File: src/rtl/board_draw_if.sv
// Bundle between board_draw_sequencer, its game-state/glyph-drawer peers and the VGA adapter.
interface board_draw_if;
  // start is a one-cycle request that is taken only while busy=0 (there is no ready
  // and no queuing). plot is a write strobe with no backpressure: the adapter must
  // accept every cycle in which plot=1.
  logic        start;
  logic [63:0] board;
  logic [7:0]  glyph_x;
  logic [6:0]  glyph_y;
  logic [7:0]  glyph_xorg;
  logic [6:0]  glyph_yorg;
  logic [3:0]  glyph_sel;
  logic        glyph_en;
  logic        glyph_resetn;
  logic        plot;
  logic [7:0]  plot_x;
  logic [6:0]  plot_y;
  logic [2:0]  plot_colour;
  logic        busy;
  logic        done;
  logic [2:0]  state;

  modport master (
    output start, board, glyph_x, glyph_y,
    input  glyph_xorg, glyph_yorg, glyph_sel, glyph_en, glyph_resetn,
    input  plot, plot_x, plot_y, plot_colour, busy, done, state
  );

  modport slave (
    input  start, board, glyph_x, glyph_y,
    output glyph_xorg, glyph_yorg, glyph_sel, glyph_en, glyph_resetn,
    output plot, plot_x, plot_y, plot_colour, busy, done, state
  );
endinterface

File: src/rtl/board_draw_sequencer.sv
// Redraws the 4x4 puzzle board: per tile a raster fill, then a digit glyph pass.
// Optional macro BOARD_BORDER_EN draws a one-pixel border on every tile.
module board_draw_sequencer #(
  parameter int       X_ORG         = 32,
  parameter int       Y_ORG         = 12,
  parameter int       TILE          = 24,
  parameter int       GLYPH_CYCLES  = 81,
  parameter logic [2:0] BLANK_COLOUR  = 3'b000,
  parameter logic [2:0] TILE_COLOUR   = 3'b110,
  parameter logic [2:0] DIGIT_COLOUR  = 3'b000,
  parameter logic [2:0] BORDER_COLOUR = 3'b111
) (
  input logic        clk,
  input logic        reset,
  board_draw_if.slave bus
);

  typedef enum logic [2:0] {IDLE, LOAD, FILL, GLYPH, NEXT, DONE} state_t;

  localparam int FW = $clog2(TILE);
  localparam int GW = $clog2(GLYPH_CYCLES + 1);

  state_t          state, state_nx;
  logic [63:0]     snap;
  logic [3:0]      idx;
  logic [FW-1:0]   fx, fy;
  logic [GW-1:0]   gcnt;
  logic [7:0]      xorg;
  logic [6:0]      yorg;
  logic [3:0]      sel;

  logic            emit;
  logic [7:0]      px;
  logic [6:0]      py;
  logic [2:0]      pc;
  logic            fill_last;
  logic            edge_px;

  always_ff @(posedge clk or posedge reset) begin
    if (reset) state <= IDLE;
    else       state <= state_nx;
  end

  always_comb begin
    state_nx  = state;
    emit      = 1'b0;
    px        = xorg + 8'(fx);
    py        = yorg + 7'(fy);
    fill_last = (fx == FW'(TILE - 1)) && (fy == FW'(TILE - 1));
`ifdef BOARD_BORDER_EN
    edge_px   = (fx == '0) || (fy == '0) || (fx == FW'(TILE - 1)) || (fy == FW'(TILE - 1));
`else
    edge_px   = 1'b0;
`endif
    pc        = edge_px ? BORDER_COLOUR : ((sel != 4'd0) ? TILE_COLOUR : BLANK_COLOUR);
    case (state)
      IDLE:  if (bus.start) state_nx = LOAD;
      LOAD:  state_nx = FILL;
      FILL: begin
        emit = 1'b1;
        if (fill_last) state_nx = (sel != 4'd0) ? GLYPH : NEXT;
      end
      GLYPH: begin
        emit = 1'b1;
        px   = bus.glyph_x;
        py   = bus.glyph_y;
        pc   = DIGIT_COLOUR;
        if (gcnt == GW'(GLYPH_CYCLES - 1)) state_nx = NEXT;
      end
      NEXT:  state_nx = (idx == 4'd15) ? DONE : LOAD;
      DONE:  state_nx = IDLE;
      default: state_nx = IDLE;
    endcase
  end

  // The plot stream is one stage behind pixel selection, so a tile's last pixel lands during NEXT.
  always_ff @(posedge clk or posedge reset) begin
    if (reset) begin
      snap            <= '0;
      idx             <= '0;
      fx              <= '0;
      fy              <= '0;
      gcnt            <= '0;
      xorg            <= '0;
      yorg            <= '0;
      sel             <= '0;
      bus.plot        <= 1'b0;
      bus.plot_x      <= '0;
      bus.plot_y      <= '0;
      bus.plot_colour <= '0;
    end else begin
      bus.plot <= emit;
      if (emit) begin
        bus.plot_x      <= px;
        bus.plot_y      <= py;
        bus.plot_colour <= pc;
      end
      case (state)
        IDLE: if (bus.start) begin
          snap <= bus.board;
          idx  <= '0;
        end
        LOAD: begin
          xorg <= 8'(X_ORG + int'(idx[1:0]) * TILE);
          yorg <= 7'(Y_ORG + int'(idx[3:2]) * TILE);
          sel  <= snap[{idx, 2'b00} +: 4];
          fx   <= '0;
          fy   <= '0;
          gcnt <= '0;
        end
        FILL: begin
          if (fx == FW'(TILE - 1)) begin
            fx <= '0;
            fy <= fy + 1'b1;
          end else begin
            fx <= fx + 1'b1;
          end
        end
        GLYPH: gcnt <= gcnt + 1'b1;
        NEXT:  if (idx != 4'd15) idx <= idx + 1'b1;
        default: ;
      endcase
    end
  end

  assign bus.busy         = (state != IDLE);
  assign bus.done         = (state == DONE);
  assign bus.glyph_en     = (state == GLYPH);
  assign bus.glyph_resetn = (state != LOAD);
  assign bus.glyph_xorg   = xorg;
  assign bus.glyph_yorg   = yorg;
  assign bus.glyph_sel    = sel;
  assign bus.state        = state;

endmodule
File: src/flat_wrapper.sv
// flat-port wrapper written by rule: the top's interface ports become plain ports
module board_draw_sequencer_flat 
#(
  parameter int       X_ORG         = 32,
  parameter int       Y_ORG         = 12,
  parameter int       TILE          = 24,
  parameter int       GLYPH_CYCLES  = 81,
  parameter logic [2:0] BLANK_COLOUR  = 3'b000,
  parameter logic [2:0] TILE_COLOUR   = 3'b110,
  parameter logic [2:0] DIGIT_COLOUR  = 3'b000,
  parameter logic [2:0] BORDER_COLOUR = 3'b111
)
  (clk, reset, bus_start, bus_board, bus_glyph_x, bus_glyph_y, bus_glyph_xorg, bus_glyph_yorg, bus_glyph_sel, bus_glyph_en, bus_glyph_resetn, bus_plot, bus_plot_x, bus_plot_y, bus_plot_colour, bus_busy, bus_done, bus_state);
  board_draw_if bus_i ();
  input logic clk;
  input logic reset;
  input wire logic [$bits(bus_i.start)-1:0] bus_start;
  input wire logic [$bits(bus_i.board)-1:0] bus_board;
  input wire logic [$bits(bus_i.glyph_x)-1:0] bus_glyph_x;
  input wire logic [$bits(bus_i.glyph_y)-1:0] bus_glyph_y;
  output wire logic [$bits(bus_i.glyph_xorg)-1:0] bus_glyph_xorg;
  output wire logic [$bits(bus_i.glyph_yorg)-1:0] bus_glyph_yorg;
  output wire logic [$bits(bus_i.glyph_sel)-1:0] bus_glyph_sel;
  output wire logic [$bits(bus_i.glyph_en)-1:0] bus_glyph_en;
  output wire logic [$bits(bus_i.glyph_resetn)-1:0] bus_glyph_resetn;
  output wire logic [$bits(bus_i.plot)-1:0] bus_plot;
  output wire logic [$bits(bus_i.plot_x)-1:0] bus_plot_x;
  output wire logic [$bits(bus_i.plot_y)-1:0] bus_plot_y;
  output wire logic [$bits(bus_i.plot_colour)-1:0] bus_plot_colour;
  output wire logic [$bits(bus_i.busy)-1:0] bus_busy;
  output wire logic [$bits(bus_i.done)-1:0] bus_done;
  output wire logic [$bits(bus_i.state)-1:0] bus_state;
  assign bus_i.start = bus_start;
  assign bus_i.board = bus_board;
  assign bus_i.glyph_x = bus_glyph_x;
  assign bus_i.glyph_y = bus_glyph_y;
  assign bus_glyph_xorg = bus_i.glyph_xorg;
  assign bus_glyph_yorg = bus_i.glyph_yorg;
  assign bus_glyph_sel = bus_i.glyph_sel;
  assign bus_glyph_en = bus_i.glyph_en;
  assign bus_glyph_resetn = bus_i.glyph_resetn;
  assign bus_plot = bus_i.plot;
  assign bus_plot_x = bus_i.plot_x;
  assign bus_plot_y = bus_i.plot_y;
  assign bus_plot_colour = bus_i.plot_colour;
  assign bus_busy = bus_i.busy;
  assign bus_done = bus_i.done;
  assign bus_state = bus_i.state;
  board_draw_sequencer #(.X_ORG(X_ORG), .Y_ORG(Y_ORG), .TILE(TILE), .GLYPH_CYCLES(GLYPH_CYCLES), .BLANK_COLOUR(BLANK_COLOUR), .TILE_COLOUR(TILE_COLOUR), .DIGIT_COLOUR(DIGIT_COLOUR), .BORDER_COLOUR(BORDER_COLOUR)) u_core (.clk(clk), .reset(reset), .bus(bus_i));
endmodule
File: config.mk
export PLATFORM = sky130hd
export DESIGN_NAME = board_draw_sequencer_flat
export DESIGN_NICKNAME = d
export VERILOG_FILES = /design/src/rtl/board_draw_if.sv /design/src/rtl/board_draw_sequencer.sv /design/src/flat_wrapper.sv
export SDC_FILE = /design/constraint.sdc
export NUM_CORES = 1
export LEC_CHECK = 0
export ABC_AREA = 1
export CAP_MARGIN = 20
export CORE_UTILIZATION = 40
export DETAILED_ROUTE_END_ITERATION = 10
export PLACE_DENSITY = 0.61
export SLEW_MARGIN = 20
export SYNTH_ARGS = -nofsm -noshare
export SYNTH_HDL_FRONTEND = slang
export SYNTH_SLANG_ARGS = --single-unit
File: constraint.sdc
create_clock -name clk -period 9.8 [get_ports clk]
set_input_delay 1.96 -clock clk [delete_from_list [all_inputs] [get_ports clk]]
set_output_delay 1.96 -clock clk [all_outputs]
set_load 0.01 [all_outputs]
==> metrics.txt, run 1 <==
clk sinks=119; TNS Setup=0 ps; WP data required=7840 ps; hold crit path type=reg2reg; met2 wire len=7060 µm; critical path class=reg2out; core area=0.0146 mm²; TritonCTS buffer count=17; PwrDens=149 mW/mm²; pre-CTS WS=5090 ps; # port buffers=120; Worst slew margin=0.379; Ant. Diodes=0; largest net degree at the start of global routing=74; cells along the critical path=inv_2 -> nor2_2 -> inv_2 -> nor2_2 -> clkdlybuf4s50_1; area grow syn2layout=30.7%; final setup violation count=0; Least-Margin Pin Slew=930 ps; worst setup margin=4890 ps; Die W=124 µm; worst-case clock buffer depth=2; drt initial violations=424; final WL=15,100 µm; Max Fclk=0.204 GHz; wire per inst=14.2 µm; Residual DRC=0; commonest non-fill, non-tap cell in the layout=nand2_1; # H-tree levels=4; post-CTS setup buffers=0; RSZ-0062 raised after global routing=false; global route overflow=0; Main synth FF type=dfrtp_1; initial core utilization=0.410; outcome=complete, no violations; drt first pass iters=5; Static Leak=3.83 nW; DP Area=0.00722 mm²; met1 wire length=7140 µm; Slew Viols, Final=0; synth warn=0; clk_skew=5.76 ps; Vert. Die Dim=124 µm; Critical Path AT=2950 ps; cells on worst reg2reg path=8; Final min period=4910 ps; Distinct cells, synth=34; ys async rst share=1.00; crit path capture type=output pin; ANT nets after route=0; Final Cycle Share=0.501; post_cts resized=0; # nets final=966; register area share after synthesis=0.498; fin area=0.00782 mm²; clk_lat worst skew=410 ps; # rows=44; commonest non-fill, non-tap cells in the layout=nand2_1 (301), nand3_1 (135), clkdlybuf4s50_1 (120); Routability Congestion=0.783; Cells after Synth=768; die area=0.0154 mm²; Critical-path top delay cell=nor2_2; Synth Register Bits=119; initial antenna violation count=0; synthesized area per cell=7.79 µm²; CTS Root Cell=clkbuf_16; DR vias=5,396; first-pass GRT wire length=25,500 µm; DR top layer=met4; EDFF count, synth=0; Hold Fails Final Rpt=0; # hold bufs at CTS=0; IO Pins=127; synthesized area=0.00598 mm²; Cells after DPL=1,034; share of layout cells above drive strength 1=0.0556; worst hold stages=2; worst-path maximum fanout=21; CP peak stage delay=770 ps; Setup crit start kind=flop; GRT Total Usage=0.205; vias in the first global route=5,207; maxcap violations=0; Peak VDD IR=0.114 mV; clock slew at the register clock pins of the worst setup and hold paths=50 ps; met3 WL post-DR=690 µm; DR vias/cell=5.06; CTS tree=built; hpwl dp=10,400 µm; fin cells=1,066
-- cell usage after synthesis (all sizes together), types with 3 or more instances --
| cell type | count | share of area |
|---|---|---|
| a21oi | 10 | 0.0084 |
| buf | 27 | 0.027 |
| clkbuf | 19 | 0.012 |
| clkinv | 3 | 0.0019 |
| dfrtp | 119 | 0.50 |
| ha | 13 | 0.027 |
| inv | 41 | 0.026 |
| nand2 | 302 | 0.19 |
| nand3 | 135 | 0.11 |
| nand4 | 3 | 0.0031 |
| nor2 | 25 | 0.018 |
| nor3 | 4 | 0.0042 |
| o211ai | 7 | 0.0088 |
| o21ai | 39 | 0.033 |
| or2 | 4 | 0.0042 |
| xor2 | 4 | 0.0059 |
-- critical path: cells and delay by family (launching register included) --
kind | cells | cell delay [ps]
flip-flops | 1 | 440
AND/OR/NAND/NOR | 2 | 1080
buffers and inverters | 3 | 1020
-- through the flow --
stage / total power [mW] / hold WS, ps / utilization
final: 1.16 / 472 / 0.536
after global routing: 1.20 / 484 / 0.536
after CTS: 1.18 / 474 / 0.535
after detailed placement: 0.561 / 460 / 0.495
after global placement: 0.560 / 455 / 0.495
after floorplan: 0.519 / 442 / -
-- final cells by class --
cell class,count,area (µm²)
clock buffer,23,488
fill,1388,6770
sequential,119,2980
timing repair buffer,123,1220
multi-input combinational,564,2630
inverter,44,168
clock inverter,9,97.6
tap,184,230
-- final timing paths --
check	slack (ps)	startpoint	end
setup / recovery	4890	u_core.bus.state[1]	bus_glyph_en
hold / removal	470	u_core.snap[44]	u_core.snap[44]
setup reg to reg	6890	u_core.idx[1]	u_core.idx[2]
hold reg to reg	470	u_core.snap[44]	u_core.snap[44]
max in group asynchronous	6470	reset	u_core.idx[0]
min in group asynchronous	2030	reset	u_core.gcnt[1]
-- cells by family (layout without fill, tap and decap cells) --
logic type / Yosys count / in the layout / share of synthesized area
and+or+nand+nor: 475 / 475 / 0.335
adders and majority gates: 15 / 15 / 0.0339
other: 1 / 6 / 0.000627
buffers and inverters: 90 / 199 / 0.0665
DFF: 119 / 119 / 0.498
xor gates and xnor gates: 6 / 6 / 0.00878
AOI/OAI and AO/OA: 62 / 62 / 0.0577
-- power by group --
part           total, mW  internal (mW)  switching [mW]  leakage, nW
sequential         0.497          0.495         0.00164         1.58
clock              0.612          0.398           0.215        0.292
combinational     0.0548         0.0351          0.0197         1.96
-- state kept, by name, indices dropped and copies added (netlist names), 4 cells and up --
name and count:
u_core.bus.glyph_sel 4, u_core.bus.glyph_xorg 5, u_core.bus.glyph_yorg 5, u_core.bus.plot_x 8
u_core.bus.plot_y 7, u_core.fx 5, u_core.fy 5, u_core.gcnt 7
u_core.idx 4, u_core.snap 64
-- layer usage --
metal  global-route usage  vias up
met2                0.329      154
met3               0.0412       16
met4               0.0723        0
li1                     -     2671
met1                0.276     2555
met5                    0        -
Power figures use the tool's default switching activity.
==> run 2, diff against run 1 <==
- PLACE_DENSITY: 0.61 -> 0.64
- clock period: 9.8 -> 4.4 ns (I/O delays scaled with it)
==> metrics.txt, run 2 (synthesized netlist as in run 1, its figures left out) <==
outcome=complete, no violations; post_cts resized=0; Slew Viols, Final=0; Vert. Die Dim=124 µm; area grow syn2layout=31.7%; Static Leak=3.87 nW; IO Pins=127; Setup crit start kind=flop; initial core utilization=0.410; Register Area=0.00298 mm²; Max Fclk=0.306 GHz; WP data required=3520 ps; drt initial violations=289; Psw=0.533 mW; GRT Total Usage=0.205; worst-path maximum fanout=21; flop2flop setup slack=1790 ps; Peak VDD IR=0.308 mV; # nets final=971; Die W=124 µm; final WL=15,100 µm; initial antenna violation count=0; Seq pwr share=0.420; final setup violation count=0; CTS Root Cell=clkbuf_16; # H-tree levels=4; RSZ-0062 raised after global routing=false; TritonCTS buffer count=17; Critical Path AT=2390 ps; ANT nets after route=0; Least-Margin Pin Slew=946 ps; # hold bufs at CTS=0; Worst slew margin=0.370; Clock power frac=0.533; wire per inst=14.1 µm; Largest register FFs=64; P_int=2.10 mW; CTS tree=built; Residual DRC=0; hold crit path type=reg2reg; DR vias=5,371; share of layout cells above drive strength 1=0.0609; first-pass GRT wire length=25,400 µm; vias in the first global route=5,136; worst-case clock buffer depth=2; global route overflow=0; Final min period=3270 ps; Sw Ratio=0.202; biggest regs=u_core.snap (64), u_core.bus.plot_x (8); Fin Hold WS=471 ps; hpwl dp=10,100 µm; Final Cycle Share=0.743; drt first pass iters=5; TNS Setup=0 ps; fillers=1,393; clk sinks=119; die area=0.0154 mm²; area of the multi-input gates=0.00263 mm²; commonest non-fill, non-tap cells in the layout=nand2_1 (301), nand3_1 (135), clkdlybuf4s50_1 (120); DR vias/cell=5.01; clock slew at the register clock pins of the worst setup and hold paths=50 ps; PwrDens=334 mW/mm²; critical path class=reg2out; post-CTS setup buffers=0; crit path capture type=output pin; largest net degree at the start of global routing=76; core area=0.0146 mm²; # rows=44; clk_lat worst skew=410 ps; Ant. Diodes=0; Reg with most FFs=u_core.snap; combinational share of power=0.047; Routability Congestion=0.775; maxcap violations=0; # port buffers=120; commonest non-fill, non-tap cell in the layout=nand2_1; clk_skew=6.69 ps; Hold Fails Final Rpt=0
[run 2: final cells by class]
| type | count | area share |
|---|---|---|
| Multi-Input combinational cell | 564 | 0.333 |
| Timing Repair Buffer | 128 | 0.162 |
| Sequential cell | 119 | 0.378 |
| Clock inverter | 8 | 0.0118 |
| Tap cell | 184 | 0.0292 |
| Clock buffer | 24 | 0.0650 |
| Inverter | 44 | 0.0213 |
[run 2: per-layer routing]
layer | part of all wire | vias up | global-route usage
met2 | 0.46 | 157 | 0.313
met4 | 0.013 | 0 | 0.0695
li1 | - | 2689 | -
met5 | 0 | - | 0
met1 | 0.48 | 2505 | 0.290
met3 | 0.044 | 20 | 0.0434
[run 2: worst max-delay path, cell delays in order (launching register included)]
cell	delay, ps
dfrtp_1	440
inv_2	60
nor2_2	270
inv_2	240
nor2_2	120
buf_4	260
clkdlybuf4s50_1	580
[run 2: path summary, 6_finish.rpt]
check / startpoint / to / depth (start not counted)
min in group asynchronous: reset / u_core.snap[37] / 2
max reg2reg: u_core.bus.state[2] / u_core.snap[46] / 8
min: u_core.snap[17] / u_core.snap[17] / 2
max in group asynchronous: reset / u_core.snap[13] / 3
min reg2reg: u_core.snap[17] / u_core.snap[17] / 2
max: u_core.bus.state[1] / bus_glyph_en / 6
[run 2: through the flow]
stage	setup slack (ps)	total power, mW	cells	instance area, µm²	util
CTS	1120	2.66	1071	7880	0.540
global placement	1550	1.25	1039	7270	0.499
detailed placement	1540	1.25	1039	7270	0.499
finish	1130	2.63	1071	7880	0.540
global route	927	2.72	1071	7880	0.540
floorplan	363	1.16	773	6000	-
[run 2: power by group through the flow]
| stage | clock network, mW | logic (mW) | registers [mW] |
|---|---|---|---|
| after floorplan | 0 | 0.0283 | 1.13 |
| after global placement | 0 | 0.127 | 1.12 |
| after detailed placement | 0 | 0.127 | 1.13 |
| after CTS | 1.42 | 0.127 | 1.11 |
| after global routing | 1.48 | 0.135 | 1.11 |
| final | 1.40 | 0.125 | 1.11 |
==> run 3, diff against run 2 <==
- clock period: 4.4 -> 2.67 ns (I/O delays scaled with it)
==> metrics.txt, run 3 (synthesized netlist as in run 1, its figures left out) <==
initial antenna violation count=0; final WL=14,600 µm; Die W=124 µm; Setup crit start kind=flop; clk_skew=7.86 ps; maxcap violations=0; Critical Path AT=2010 ps; initial core utilization=0.410; post-CTS setup buffers=0; Hold Crit Start=u_core.snap[19]; DR vias=5,243; Worst slew margin=0.337; RSZ-0062 raised after global routing=false; Sw Ratio=0.204; Least-Margin Pin Slew=988 ps; ANT nets after route=0; drt first pass iters=4; Final Cycle Share=0.953; Final Power=4.16 mW; Largest register FFs=64; hold endpoint=u_core.snap[19]; Max Fclk=0.393 GHz; core area=0.0146 mm²; GRT met2 Usage=0.309; # H-tree levels=4; worst hold stages=2; hpwl dp=10,000 µm; Clock power frac=0.513; GRT Total Usage=0.201; IO Pins=127; # rows=44; drt initial violations=347; clk_lat worst skew=410 ps; TNS Setup=0 ps; reg2reg start=u_core.idx[0]; Psw=0.848 mW; first-pass GRT wire length=24,900 µm; Final min period=2540 ps; CTS Root Cell=clkbuf_16; Vert. Die Dim=124 µm; PwrDens=528 mW/mm²; Hold Fails Final Rpt=0; worst-path maximum fanout=19; largest net degree at the start of global routing=120; wire per inst=13.6 µm; DR vias/cell=4.89; final setup violation count=0; Fin Hold WS=468 ps; Residual DRC=0; share of layout cells above drive strength 1=0.0619; # port buffers=120; crit path capture type=output pin; # nets final=974; clock slew at the register clock pins of the worst setup and hold paths=50 ps; critical path class=reg2out; grt peak-use layer=met2; Peak VDD IR=0.439 mV; # hold bufs at CTS=0; vias in the first global route=5,091; commonest non-fill, non-tap cells in the layout=nand2_1 (301), nand3_1 (135), clkdlybuf4s50_1 (120); area grow syn2layout=31.5%; P_int=3.31 mW; combinational share of power=0.048; cells on worst reg2reg path=4; worst flop-to-flop path endpoint=u_core.idx[1]; Static Leak=3.85 nW; die area=0.0154 mm²; clk sinks=119; TritonCTS buffer count=17; hold crit path type=reg2reg; worst-case clock buffer depth=2; fillers=1,418; outcome=complete, no violations; Slew Viols, Final=0; Ant. Diodes=0; CTS tree=built; Reg with most FFs=u_core.snap; global route overflow=0; commonest non-fill, non-tap cell in the layout=nand2_1; flop2flop setup slack=390 ps; Routability Congestion=0.815; biggest regs=u_core.snap (64), u_core.bus.plot_x (8); GRT met1 Usage=0.282; Seq pwr share=0.439; WP data required=2140 ps; Global Route met3 Usage=0.0464
run 3: routing by layer:
layer	share of wire	vias to the layer above
li1	-	2693
met1	0.48	2405
met2	0.46	126
met3	0.041	19
met4	0.013	0
met5	0	-
run 3: through the flow:
step | util | std cells | cell area (µm²) | setup slack, ps
after floorplan | - | 773 | 6000 | 681
after global placement | 0.500 | 1042 | 7300 | 355
after detailed placement | 0.500 | 1042 | 7300 | 354
after CTS | 0.539 | 1073 | 7860 | 55.4
after global routing | 0.539 | 1073 | 7870 | 8.85
final | 0.539 | 1073 | 7870 | 127
run 3: worst max-delay path by stage:
stage / start / to
finish: u_core.bus.state[1] / bus_glyph_en
CTS: u_core.bus.state[1] / bus_glyph_en
global route: u_core.bus.state[1] / bus_glyph_en
floorplan: reset / u_core.bus.glyph_sel[0]
global placement: u_core.bus.state[1] / bus_glyph_en
detailed placement: u_core.bus.state[1] / bus_glyph_en
run 3: final cells by class:
| class | instances | area [µm²] | share of cell area |
|---|---|---|---|
| tap | 184 | 230 | 0.0293 |
| timing repair buffer | 131 | 1300 | 0.165 |
| multi-input combinational | 564 | 2630 | 0.334 |
| inverter | 44 | 171 | 0.0218 |
| clock buffer | 22 | 484 | 0.0616 |
| clock inverter | 9 | 75.1 | 0.00955 |
| sequential | 119 | 2980 | 0.379 |
run 3: power groups by stage:
stage | Sequential (mW) | Combinational [mW] | Clock (mW)
floorplan | 1.86 | 0.0471 | 0
detailed placement | 1.85 | 0.204 | 0
global route | 1.82 | 0.221 | 2.28
finish | 1.82 | 0.201 | 2.13
global placement | 1.85 | 0.205 | 0
CTS | 1.82 | 0.205 | 2.18
run 3: worst max-delay path, stage by stage (launching register included):
cell and delay, ps:
dfrtp_1 460, inv_2 90, nor2_4 230, inv_4 150
nor2_2 120, clkdlybuf4s50_1 540
run 3: repair_timing:
| item | CTS | global route |
|---|---|---|
| cloned | 0 | 0 |
| endpoints found under the setup margin | 1 | 1 |
| hold endpoints to repair | 0 | 0 |
| resized for setup | 1 | 2 |
